--- src/rtl/init_sequencer.sv ---
// init_sequencer: synchronises and glitch-filters init-done flags, then releases
// per-channel resets in index order with timeout and lost-done supervision.
module init_sequencer #(
   parameter int NUM_CH         = 4,
   parameter int SYNC_STAGES    = 2,
   parameter int FILTER_CYCLES  = 16,
   parameter int RELEASE_GAP    = 8,
   parameter int TIMEOUT_CYCLES = 1048576,
   localparam int IW = (NUM_CH > 1) ? $clog2(NUM_CH) : 1
) (
   input  logic              clk,
   input  logic              rst_n,
   input  logic [NUM_CH-1:0] done_in,
   input  logic [NUM_CH-1:0] ch_enable,
   input  logic              restart,
   output logic [NUM_CH-1:0] ch_resetn,
   output logic [NUM_CH-1:0] done_filt,
   output logic              all_done,
   output logic              timeout,
   output logic [IW-1:0]     timeout_ch,
   output logic              lost_done
);
   localparam int FW = $clog2(FILTER_CYCLES + 1);
   localparam int GW = (RELEASE_GAP > 0) ? $clog2(RELEASE_GAP + 1) : 1;
   localparam int TW = $clog2(TIMEOUT_CYCLES + 1);

   typedef enum logic [2:0] {IDLE, WAIT, GAP, DONE, FAULT} state_t;

   logic [SYNC_STAGES-1:0][NUM_CH-1:0] sync_q;
   logic [NUM_CH-1:0] synced;
   logic [NUM_CH-1:0] released;
   logic [IW-1:0] idx;
   logic [GW-1:0] gap_cnt;
   logic [TW-1:0] to_cnt;
   logic last, gap_end, to_hit, lost;
   state_t state;

   always_ff @(posedge clk or negedge rst_n)
      if (!rst_n) sync_q <= '0;
      else sync_q <= {sync_q[SYNC_STAGES-2:0], done_in};

   assign synced = sync_q[SYNC_STAGES-1];

   // rise needs FILTER_CYCLES consecutive synced highs; any low sample clears at once
   for (genvar c = 0; c < NUM_CH; c++) begin : g_filt
      logic [FW-1:0] cnt;
      always_ff @(posedge clk or negedge rst_n)
         if (!rst_n) cnt <= '0;
         else cnt <= !synced[c] ? '0 : (cnt == FW'(FILTER_CYCLES)) ? cnt : cnt + 1'b1;
      assign done_filt[c] = cnt == FW'(FILTER_CYCLES);
   end

   assign last    = idx == IW'(NUM_CH - 1);
   assign gap_end = gap_cnt == GW'(RELEASE_GAP - 1);
   assign to_hit  = to_cnt == TW'(TIMEOUT_CYCLES - 1);
   assign lost    = (state == WAIT || state == GAP || state == DONE) && |(released & ch_enable & ~done_filt);

   always_ff @(posedge clk or negedge rst_n)
      if (!rst_n) begin
         state      <= IDLE;
         idx        <= '0;
         released   <= '0;
         gap_cnt    <= '0;
         to_cnt     <= '0;
         ch_resetn  <= '0;
         all_done   <= 1'b0;
         timeout    <= 1'b0;
         timeout_ch <= '0;
         lost_done  <= 1'b0;
      end else if (restart) begin
         state      <= IDLE;
         ch_resetn  <= '0;
         all_done   <= 1'b0;
         timeout    <= 1'b0;
         timeout_ch <= '0;
         lost_done  <= 1'b0;
      end else if (lost) begin
         state     <= IDLE;
         ch_resetn <= '0;
         all_done  <= 1'b0;
         lost_done <= 1'b1;
      end else begin
         case (state)
            IDLE: begin
               idx      <= '0;
               released <= '0;
               to_cnt   <= '0;
               state    <= WAIT;
            end
            WAIT:
               if (ch_enable[idx] && to_hit) begin
                  state      <= FAULT;
                  timeout    <= 1'b1;
                  timeout_ch <= idx;
                  to_cnt     <= TW'(TIMEOUT_CYCLES);
               end else if (!ch_enable[idx] || done_filt[idx]) begin
                  ch_resetn[idx] <= 1'b1;
                  released[idx]  <= ch_enable[idx];
                  to_cnt         <= '0;
                  gap_cnt        <= '0;
                  // disabled channels and a zero gap advance without visiting GAP
                  if (ch_enable[idx] && RELEASE_GAP > 0) state <= GAP;
                  else begin
                     idx   <= last ? idx : idx + 1'b1;
                     state <= last ? DONE : WAIT;
                  end
               end else to_cnt <= to_cnt + 1'b1;
            GAP:
               if (gap_end) begin
                  idx    <= last ? idx : idx + 1'b1;
                  state  <= last ? DONE : WAIT;
                  to_cnt <= '0;
               end else gap_cnt <= gap_cnt + 1'b1;
            DONE: all_done <= 1'b1;
            default: ;
         endcase
      end
endmodule
--- config.mk ---
export PLATFORM = sky130hd
export DESIGN_NAME = init_sequencer
export DESIGN_NICKNAME = d
export VERILOG_FILES = /design/src/rtl/init_sequencer.sv
export SDC_FILE = /design/constraint.sdc
export NUM_CORES = 1
export LEC_CHECK = 0
export CORE_UTILIZATION = 56
export DETAILED_ROUTE_END_ITERATION = 8
export PLACE_DENSITY = 0.77
export SLEW_MARGIN = 10
export SYNTH_ARGS = -nofsm -noshare
export SYNTH_HDL_FRONTEND = slang
export SYNTH_SLANG_ARGS = --single-unit
--- constraint.sdc ---
create_clock -name clk -period 2.6 [get_ports clk]
set_input_delay 0.52 -clock clk [delete_from_list [all_inputs] [get_ports clk]]
set_output_delay 0.52 -clock clk [all_outputs]
set_load 0.01 [all_outputs]
==> reports/metrics.cfg, run 1 <==
[run_status]
status = completed

[detailed_routing]
drt_iter0_markers = 250
wl_per_cell_um = 17.0
ant_nets = 0
vias = 2992
drc = 0
drt-total-wl_um = 8470
vias_per_cell = 6.02
drt-pass1-iter-count = 4

[floorplan]
start_util_pct = 58.5
dieWidth_um = 83.7
num_rows = 29
io_pins = 24
die_height_um = 83.7
coreArea_um2 = 6390
die-area_um2 = 7000

[worst_setup_path]
critical_path.max_fanout = 4
critPathKind = flop to primary output
max_stage_delay_ns = 0.52
path_delay_family = buffers and inverters
path_cells = inv_1 > ha_1 > nor4bb_4 > buf_4 > clkdlybuf4s50_1
start_kind = flop
cp.arrival_ns = 2.02
crit_buf_inv = 3
slowest_stage = clkdlybuf4s50_1
required_ns = 2.08
worstSetupEndpointType = primary output

[sta]
holdWs_ns = 0.172
period_minus_slack_ns = 2.54
period_share_pct = 97.6
slew_headroom_pct = 60.1
clock-skew-final_ns = 0.0104
max_freq_mhz = 394
setup_viol = 0
worst-slew-pin-transition_ns = 0.598
finalHoldViolations = 0
slew_viol_final = 0

[clock_network]
numCtsBuffers = 9
cts_root_buf = clkbuf_8
clock-sinks = 71
clockBufferDepth = 2
clock_latency_ns = 0.35
path_clk_slew_ns = 0.08
htreeDepth = 3
cts_tree = yes

[cells_and_area]
final_area_um2 = 4570
antenna_cells = 0
drive_above_1_share_pct = 17.4
n_fill_cell = 459
fin_nets = 440
areaGrowthSynthToFinish_pct = 22.5

[synthesis]
synth.avg_cell_area_um2 = 10.3
yosysWarnings = 0
synthesis.nets = 389
syn_area_um2 = 3730
ys_seq_elements = 71
syn_inst = 364
synth.distinct_cells = 52
ys_seq_area_share_pct = 47.6

[min_path]
hold_path.class = input pin to async pin

[place]
placed_cell_area_um2 = 4200
dp_hpwl_um = 5410
portBuffers = 23
place_congestion = 0.832

[global_routing]
grt_pass1_vias = 2915
grt_pass1_wl_um = 13800
grt_usage_pct = 25.2
grt_max_degree = 72
grt_overflow = 0
antenna_found_initial = 0

[run]
timing.max_cap.violations = 0

[power]
p_leak_nw = 2.09
power-per-cell-area_nw_per_um2 = 704
power.total_w = 0.00322
irDropWorstVdd_mv = 0.614

[path summary, 6_finish.rpt]
kind / startpoint / endpoint / slack (ns) / cells past startpoint
setup / recovery: g_filt[2].cnt[0] / done_filt[2] / 0.06 / 5
hold / removal: rst_n / g_filt[0].cnt[3] / 0.17 / 2
setup reg to reg: g_filt[1].cnt[1] / to_cnt[19] / 0.15 / 10
hold reg to reg: sync_q[0] / synced[0] / 0.35 / 0
max in group asynchronous: rst_n / gap_cnt[2] / 2.12 / 2
min in group clk: sync_q[0] / synced[0] / 0.35 / 0
[repair_timing]
item | CTS | global route
gates resized for setup | 5 | 8
setup endpoints to repair | 13 | 22
hold buffers | 0 | 0
setup buffers | 0 | 5
[cell families after synthesis]
group                      count (synthesis)  share of synthesized area, %
buffers and inverters                     35                          3.92
and+or+nand+nor                          142                          21.4
adders and majority gates                 14                          4.69
muxes                                      8                          2.81
AOI/OAI and AO/OA                         78                          15.8
DFF                                       71                          47.6
xor gates and xnor gates                  16                          3.75
[cell usage after synthesis (all sizes together)]
library cell | count | area [um2]
dfrtp | 71 | 1780
o21ai | 31 | 155
nor2 | 24 | 90.1
nand2 | 21 | 81.3
inv | 19 | 71.3
and2 | 18 | 113
nand3 | 16 | 80.1
nor2b | 16 | 100
ha | 14 | 175
xnor2 | 12 | 105
a22o | 11 | 96.3
buf | 11 | 56.3
o31ai | 8 | 85.1
and3 | 7 | 43.8
nand4 | 7 | 43.8
nor3 | 7 | 35.0
a31oi | 6 | 37.5
mux2i | 6 | 60.1
a21oi | 5 | 25.0
clkbuf | 5 | 18.8
nand2b | 5 | 38.8
nor3b | 5 | 42.5
a2bb2oi | 4 | 35.0
nor4bb | 4 | 40.0
xor2 | 4 | 35.0
nand3b | 3 | 22.5
a211oi | 2 | 15.0
and4 | 2 | 17.5
mux4 | 2 | 45.0
nor4 | 2 | 12.5
o2111ai | 2 | 35.0
or2 | 2 | 15.0
or3 | 2 | 12.5
a211o | 1 | 8.76
a311o | 1 | 11.3
a311oi | 1 | 8.76
nand4bb | 1 | 11.3
o211a | 1 | 10.0
o211ai | 1 | 12.5
o22a | 1 | 8.76
o32ai | 1 | 8.76
o41a | 1 | 21.3
o41ai | 1 | 16.3
[cells in the final DEF, fill, tap and decap left out, types with 2 or more instances in the layout]
master / n
xnor2_1: 12
o31ai_2: 6
nand2_1: 20
bufinv_16: 4
nand2b_1: 4
o31ai_1: 2
nor3b_1: 4
clkbuf_8: 9
ha_1: 14
inv_6: 2
a211oi_1: 2
o21ai_0: 3
nor2_1: 23
a22o_1: 11
buf_4: 32
a31oi_1: 6
or3_1: 2
and4_1: 2
mux4_2: 2
clkdlybuf4s50_1: 19
inv_1: 19
nor2b_1: 16
and3_1: 7
mux2i_1: 6
and2_1: 17
dfrtp_1: 71
dlymetal6s2s_1: 3
nand4_1: 7
nor3_1: 7
nand3_1: 16
xor2_1: 4
a2bb2oi_1: 4
nor4bb_4: 3
a21oi_1: 5
o21ai_1: 28
nand3b_1: 3
nor4_1: 2
[through the flow]
stage | utilization, % | setup WS, ns | setup TNS (ns) | instances
after detailed placement | 65.8 | -0.119 | -0.942 | 476
after global routing | 71.6 | -0.0176 | -0.0176 | 497
final | 71.6 | 0.0635 | 0 | 497
after floorplan | - | 0.213 | 0 | 364
after CTS | 70.5 | 0.0164 | 0 | 492
after global placement | 65.8 | -0.0396 | -0.135 | 476
[per-layer routing]
metal  global-route usage, %  wire, um
met5                       0         0
met1                    33.4      3730
met4                    12.9       243
met3                    4.25       392
met2                    40.1      4100
[final cells by class]
type | instances | area, um2 | share of cell area, %
timing repair buffer | 56 | 493 | 10.8
clock buffer | 9 | 124 | 2.71
multi-input combinational | 258 | 1870 | 40.9
sequential | 71 | 1780 | 38.8
inverter | 19 | 71.3 | 1.56
tap | 77 | 96.3 | 2.11
clock inverter | 7 | 143 | 3.12
[flip-flops by register name, indices dropped and copies added (netlist names), 2 cells and up]
| register | cells |
|---|---|
| gap_cnt | 4 |
| idx | 2 |
| g_filt.cnt | 20 |
| state | 3 |
| ch_resetn | 4 |
| to_cnt | 21 |
| synced | 4 |
| sync_q | 4 |
| released | 4 |
| timeout_ch | 2 |
[where the power goes]
part / switching, W / internal (W)
Sequential: 0.000102 / 0.00118
Combinational: 0.000419 / 0.000345
Clock: 0.000442 / 0.000739
No activity file was read; power rests on OpenSTA's default activity.
==> run 2: changes to the inputs <==
--- a/config.mk
+++ b/config.mk
@@ -7,6 +7,7 @@
 export LEC_CHECK = 0
 export CORE_UTILIZATION = 56
 export DETAILED_ROUTE_END_ITERATION = 8
+export GPL_TIMING_DRIVEN = 0
 export PLACE_DENSITY = 0.77
 export SLEW_MARGIN = 10
 export SYNTH_ARGS = -nofsm -noshare
==> reports/metrics.cfg, run 2 (synthesized netlist as in run 1, its figures left out) <==
[clock_network]
path_clk_slew_ns = 0.07  ; was 0.08 ns
cts_root_buf = clkbuf_8  ; unchanged
clockBufferDepth = 2  ; unchanged
clock-sinks = 71  ; unchanged
cts_tree = yes  ; unchanged
htreeDepth = 3  ; unchanged
numCtsBuffers = 9  ; unchanged
clock_latency_ns = 0.35  ; about the same

[cells_and_area]
largest_reg_flops = 21  ; unchanged
top_regs = to_cnt: 21 flops, g_filt.cnt: 20 flops  ; unchanged
top_register = to_cnt  ; unchanged
areaGrowthSynthToFinish_pct = 16.5  ; was 22.5%
final_area_um2 = 4350  ; was 4570 um2
n_fill_cell = 506  ; was 459
drive_above_1_share_pct = 13.2  ; was 17.4%
final_common_cell = dfrtp_1  ; unchanged
layout_common_cells = 71 x dfrtp_1, 28 x o21ai_1, 24 x nor2_1  ; was 71 x dfrtp_1, 32 x buf_4, 28 x o21ai_1
utilization_pct = 68.1  ; was 71.6%
fin_nets = 430  ; was 440
fin_cells = 487  ; was 497
antenna_cells = 0  ; unchanged

[worst_setup_path]
critPathKind = flop to flop  ; was flop to primary output
worstSetupEndpointType = flop  ; was primary output
critical_path.max_fanout = 7  ; was 4
required_ns = 2.84  ; was 2.08 ns
cp.arrival_ns = 2.78  ; was 2.02 ns
start_kind = flop  ; unchanged

[floorplan]
dieWidth_um = 83.7  ; unchanged
die-area_um2 = 7000  ; unchanged
die_height_um = 83.7  ; unchanged
io_pins = 24  ; unchanged
coreArea_um2 = 6390  ; unchanged
start_util_pct = 58.5  ; unchanged
num_rows = 29  ; unchanged

[sta]
setup_viol = 0  ; unchanged
slew_headroom_pct = 63.4  ; was 60.1%
period_minus_slack_ns = 2.54  ; about the same
finalHoldViolations = 0  ; unchanged
slew_viol_final = 0  ; unchanged
worst-slew-pin-transition_ns = 0.549  ; was 0.598 ns
setup_ws_ns = 0.0576  ; was 0.0635 ns
clock-skew-final_ns = 0.00556  ; was 0.0104 ns
rsz0062_at_grt = true
max_freq_mhz = 393  ; was 394 MHz
holdWs_ns = 0.0642  ; was 0.172 ns
period_share_pct = 97.8  ; was 97.6%

[place]
place_ws_ns = -0.162  ; was -0.119 ns
place_congestion = 0.811  ; was 0.832
portBuffers = 22  ; was 23
dp_hpwl_um = 5220  ; was 5410 um
placed_cell_area_um2 = 4080  ; was 4200 um2
dp.cells = 464  ; was 476

[min_path]
hold_path.class = input pin to async pin  ; unchanged

[power]
p_leak_nw = 1.92  ; was 2.09 nW
irDropWorstVdd_mv = 0.449  ; was 0.614 mV
power-per-cell-area_nw_per_um2 = 634  ; was 704 nW/um2

[detailed_routing]
drt-total-wl_um = 7530  ; was 8470 um
wl_per_cell_um = 15.5  ; was 17.0 um
ant_nets = 0  ; unchanged
vias_per_cell = 5.74  ; was 6.02
vias = 2796  ; was 2992
drt_iter0_markers = 150  ; was 250
drc = 0  ; unchanged
drt-pass1-iter-count = 4  ; unchanged

[global_routing]
grt_pass1_wl_um = 12700  ; was 13800 um
grt_max_degree = 51  ; was 72
antenna_found_initial = 0  ; unchanged
grt_usage_pct = 22.9  ; was 25.2%
grt_pass1_vias = 2743  ; was 2915
grt_overflow = 0  ; unchanged

[run]
timing.max_cap.violations = 0  ; unchanged

[run_status]
status = completed  ; unchanged

-- run 2: area by class of cell --
class                   count  area (um2)  share of cell area, %
clock buffers              13         159                   3.65
well taps                  77        96.3                   2.21
plain buffers              14        81.3                   1.87
multi-input cells         258        1840                   42.2
inverters                  19        71.3                   1.64
flip-flops and latches     71        1780                   40.8
clock inverters             3        17.5                  0.403
repair buffers             32         313                   7.19
-- run 2: final timing paths --
kind,from,to,slack (ns),cells after the start
worst min register to register,sync_q[3],synced[3],0.35,0
worst min-delay path,rst_n,g_filt[0].cnt[3],0.06,1
worst max register to register,g_filt[2].cnt[0],to_cnt[16],0.06,10
max in group asynchronous,rst_n,to_cnt[0],2.00,2
worst max-delay path,g_filt[2].cnt[0],to_cnt[16],0.06,10
min in group clk,sync_q[3],synced[3],0.35,0
-- run 2: timing repair --
item	CTS	global route
hold buffers	0	0
buffers inserted	0	9
pin swaps	0	1
resized for setup	3	7
setup endpoints to repair	11	22
-- run 2: power breakdown --
| group | leakage [nW] | internal (W) | total (W) | switching, W |
|---|---|---|---|---|
| registers | 0.958 | 0.00118 | 0.00125 | 0.0000707 |
| logic | 0.871 | 0.000302 | 0.000723 | 0.000421 |
| clock network | 0.0894 | 0.000396 | 0.000789 | 0.000393 |
| total | 1.92 | 0.00187 | 0.00276 | 0.000886 |
-- run 2: critical path, stage by stage, from the launching register on --
cell      delay, ns
dfrtp_1        0.39
inv_1          0.06
ha_1           0.19
nor4bb_4       0.14
buf_4          0.17
mux4_2         0.49
or2_4          0.27
nand2b_4       0.15
or2_0          0.22
buf_6          0.16
o41ai_2        0.20
-- run 2: per-layer routing --
| metal | vias up | wire length, um | track usage, % |
|---|---|---|---|
| li1 | 1375 | - | - |
| met1 | 1363 | 3510 | 30.6 |
| met2 | 47 | 3620 | 36.4 |
| met3 | 11 | 251 | 4.15 |
| met4 | 0 | 137 | 10.8 |
| met5 | - | 0 | 0 |
-- run 2: metrics by stage --
step                total power, W  TNS, ns
global placement           0.00194  -100.69
global route               0.00290  -0.0670
finish                     0.00276        0
floorplan                  0.00175        0
CTS                        0.00276        0
detailed placement         0.00196    -2.46
==> run 3: changes to the inputs <==
==> constraint.sdc (replaced) <==
create_clock -name clk -period 3.2 [get_ports clk]
set_input_delay 0.64 -clock clk [delete_from_list [all_inputs] [get_ports clk]]
set_output_delay 0.64 -clock clk [all_outputs]
set_load 0.01 [all_outputs]
==> reports/metrics.cfg, run 3 (synthesized netlist as in run 1, its figures left out) <==
[clock_network]
cts_root_buf = clkbuf_8  ; unchanged
htreeDepth = 3  ; unchanged
cts_setup_buffers = 0  ; unchanged
cts_resized = 0  ; was 3
cts_hold_buffers = 0  ; unchanged
path_clk_slew_ns = 0.07  ; about the same
clock-sinks = 71  ; unchanged
numCtsBuffers = 9  ; unchanged
clock_latency_ns = 0.34  ; was 0.35 ns
clockBufferDepth = 2  ; unchanged
cts_tree = yes  ; unchanged

[global_routing]
grt_max_degree = 51  ; unchanged
grt_pass1_wl_um = 12700  ; about the same
grt_pass1_vias = 2745  ; was 2743
grt_overflow = 0  ; unchanged
grt_usage_pct = 23.0  ; was 22.9%
antenna_found_initial = 0  ; unchanged

[detailed_routing]
drt_iter0_markers = 110  ; was 150
drt-total-wl_um = 7360  ; was 7530 um
vias_per_cell = 5.76  ; was 5.74
top_layer = met4  ; unchanged
routedLengthMet1_um = 3450  ; was 3510 um
ant_nets = 0  ; unchanged
drc = 0  ; unchanged
vias = 2763  ; was 2796
drt-pass1-iter-count = 4  ; unchanged
wl_met2_um = 3520  ; was 3620 um
wl_per_cell_um = 15.3  ; was 15.5 um
wl_met3_um = 289  ; was 251 um

[sta]
period_minus_slack_ns = 2.67  ; was 2.54 ns
rsz0062_at_grt = false  ; was true
worst-slew-pin-transition_ns = 0.556  ; was 0.549 ns
finalHoldViolations = 0  ; unchanged
period_share_pct = 83.3  ; was 97.8%
setup_viol = 0  ; unchanged
slew_headroom_pct = 62.8  ; was 63.4%
slew_viol_final = 0  ; unchanged
max_freq_mhz = 375  ; was 393 MHz
clock-skew-final_ns = 0.00504  ; was 0.00556 ns

[cells_and_area]
top_regs = to_cnt: 21 flops, g_filt.cnt: 20 flops  ; unchanged
largest_reg_flops = 21  ; unchanged
multi_input_area_um2 = 1810  ; was 1840 um2
layout_common_cells = 71 x dfrtp_1, 28 x o21ai_1, 24 x nor2_1  ; unchanged
areaGrowthSynthToFinish_pct = 13.9  ; was 16.5%
final_common_cell = dfrtp_1  ; unchanged
final_area_um2 = 4250  ; was 4350 um2
n_fill_cell = 515  ; was 506
drive_above_1_share_pct = 10.4  ; was 13.2%
seqCellArea_um2 = 1780  ; unchanged
fin_nets = 423  ; was 430
antenna_cells = 0  ; unchanged
top_register = to_cnt  ; unchanged

[power]
p_clk_share_pct = 28.8  ; was 28.6%
power-per-cell-area_nw_per_um2 = 521  ; was 634 nW/um2
p_sw_w = 0.000710  ; was 0.000886 W
combPwrFrac_pct = 25.5  ; was 26.2%
power.total_w = 0.00222  ; was 0.00276 W
pwr-share-seq_pct = 45.7  ; was 45.2%
switching_share_pct = 32.0  ; was 32.1%
p_leak_nw = 1.87  ; was 1.92 nW
p_int_w = 0.00151  ; was 0.00187 W
irDropWorstVdd_mv = 0.364  ; was 0.449 mV

[worst_setup_path]
cp.arrival_ns = 2.91  ; was 2.78 ns
critical_path.max_fanout = 10  ; was 7
start_kind = flop  ; unchanged
required_ns = 3.44  ; was 2.84 ns
critPathKind = flop to flop  ; unchanged
worstSetupEndpointType = flop  ; unchanged

[floorplan]
io_pins = 24  ; unchanged
num_rows = 29  ; unchanged
start_util_pct = 58.5  ; unchanged
die_height_um = 83.7  ; unchanged
dieWidth_um = 83.7  ; unchanged
die-area_um2 = 7000  ; unchanged
coreArea_um2 = 6390  ; unchanged

[place]
place_congestion = 0.811  ; unchanged
dp_hpwl_um = 5220  ; unchanged
portBuffers = 22  ; unchanged
placed_cell_area_um2 = 4080  ; unchanged

[run_status]
status = completed  ; unchanged

[run]
timing.max_cap.violations = 0  ; unchanged

[min_path]
hold_path.class = input pin to async pin  ; unchanged

run 3: changes by cell type in the layout (fill, tap and decap cells not counted), sizes merged:
| cell | before | now |
|---|---|---|
| clkbuf | 19 | 18 |
| buf | 19 | 13 |
run 3: routing by layer:
layer | vias to the layer above | global-route usage [%]
met5 | - | 0
met4 | 0 | 10.8
met3 | 10 | 4.15
met2 | 51 | 36.4
met1 | 1342 | 30.7
li1 | 1360 | -
run 3: power by group through the flow:
stage	registers, W	logic [W]	clock network (W)
floorplan	0.00102	0.000401	0
global placement	0.00103	0.000546	0
detailed placement	0.00103	0.000557	0
CTS	0.00102	0.000565	0.000657
global route	0.00102	0.000623	0.000690
finish	0.00101	0.000564	0.000638
run 3: path summary, 6_finish.rpt:
kind / slack, ns / endpoint / cells past startpoint / start
setup reg to reg: 0.53 / to_cnt[16] / 10 / g_filt[0].cnt[0]
min in group clk: 0.35 / synced[3] / 0 / sync_q[3]
hold / removal: 0.19 / g_filt[0].cnt[3] / 1 / rst_n
max in group asynchronous: 2.47 / g_filt[2].cnt[4] / 2 / rst_n
hold reg to reg: 0.35 / synced[3] / 0 / sync_q[3]
setup / recovery: 0.53 / to_cnt[16] / 10 / g_filt[0].cnt[0]
run 3: layout make-up:
type                            count  area share [%]
Buffer                             16            1.77
Clock buffer                       13            3.74
Clock inverter                      3           0.412
Inverter                           19            1.68
Multi-Input combinational cell    258            42.6
Sequential cell                    71            41.8
Tap cell                           77            2.27
Timing Repair Buffer               23            5.77
run 3: stage by stage:
| step | util, % | worst slack (ns) | hold slack (ns) | TNS, ns | instances |
|---|---|---|---|---|---|
| after floorplan | - | 0.813 | 0.331 | 0 | 364 |
| after global placement | 63.4 | -0.916 | 0.333 | -64.69 | 463 |
| after detailed placement | 63.8 | 0.318 | 0.337 | 0 | 464 |
| after CTS | 66.6 | 0.502 | 0.191 | 0 | 480 |
| after global routing | 66.6 | 0.391 | 0.201 | 0 | 480 |
| final | 66.6 | 0.534 | 0.186 | 0 | 480 |
run 3: worst max-delay path: stages, from the launching register on:
cell and delay, ns:
dfrtp_1 0.40, inv_1 0.07, ha_1 0.19, nor4bb_1 0.12, buf_2 0.18, o22a_1 0.25
a311o_2 0.47, nand2_1 0.21, clkbuf_1 0.41, o21ai_0 0.20, o41ai_2 0.08
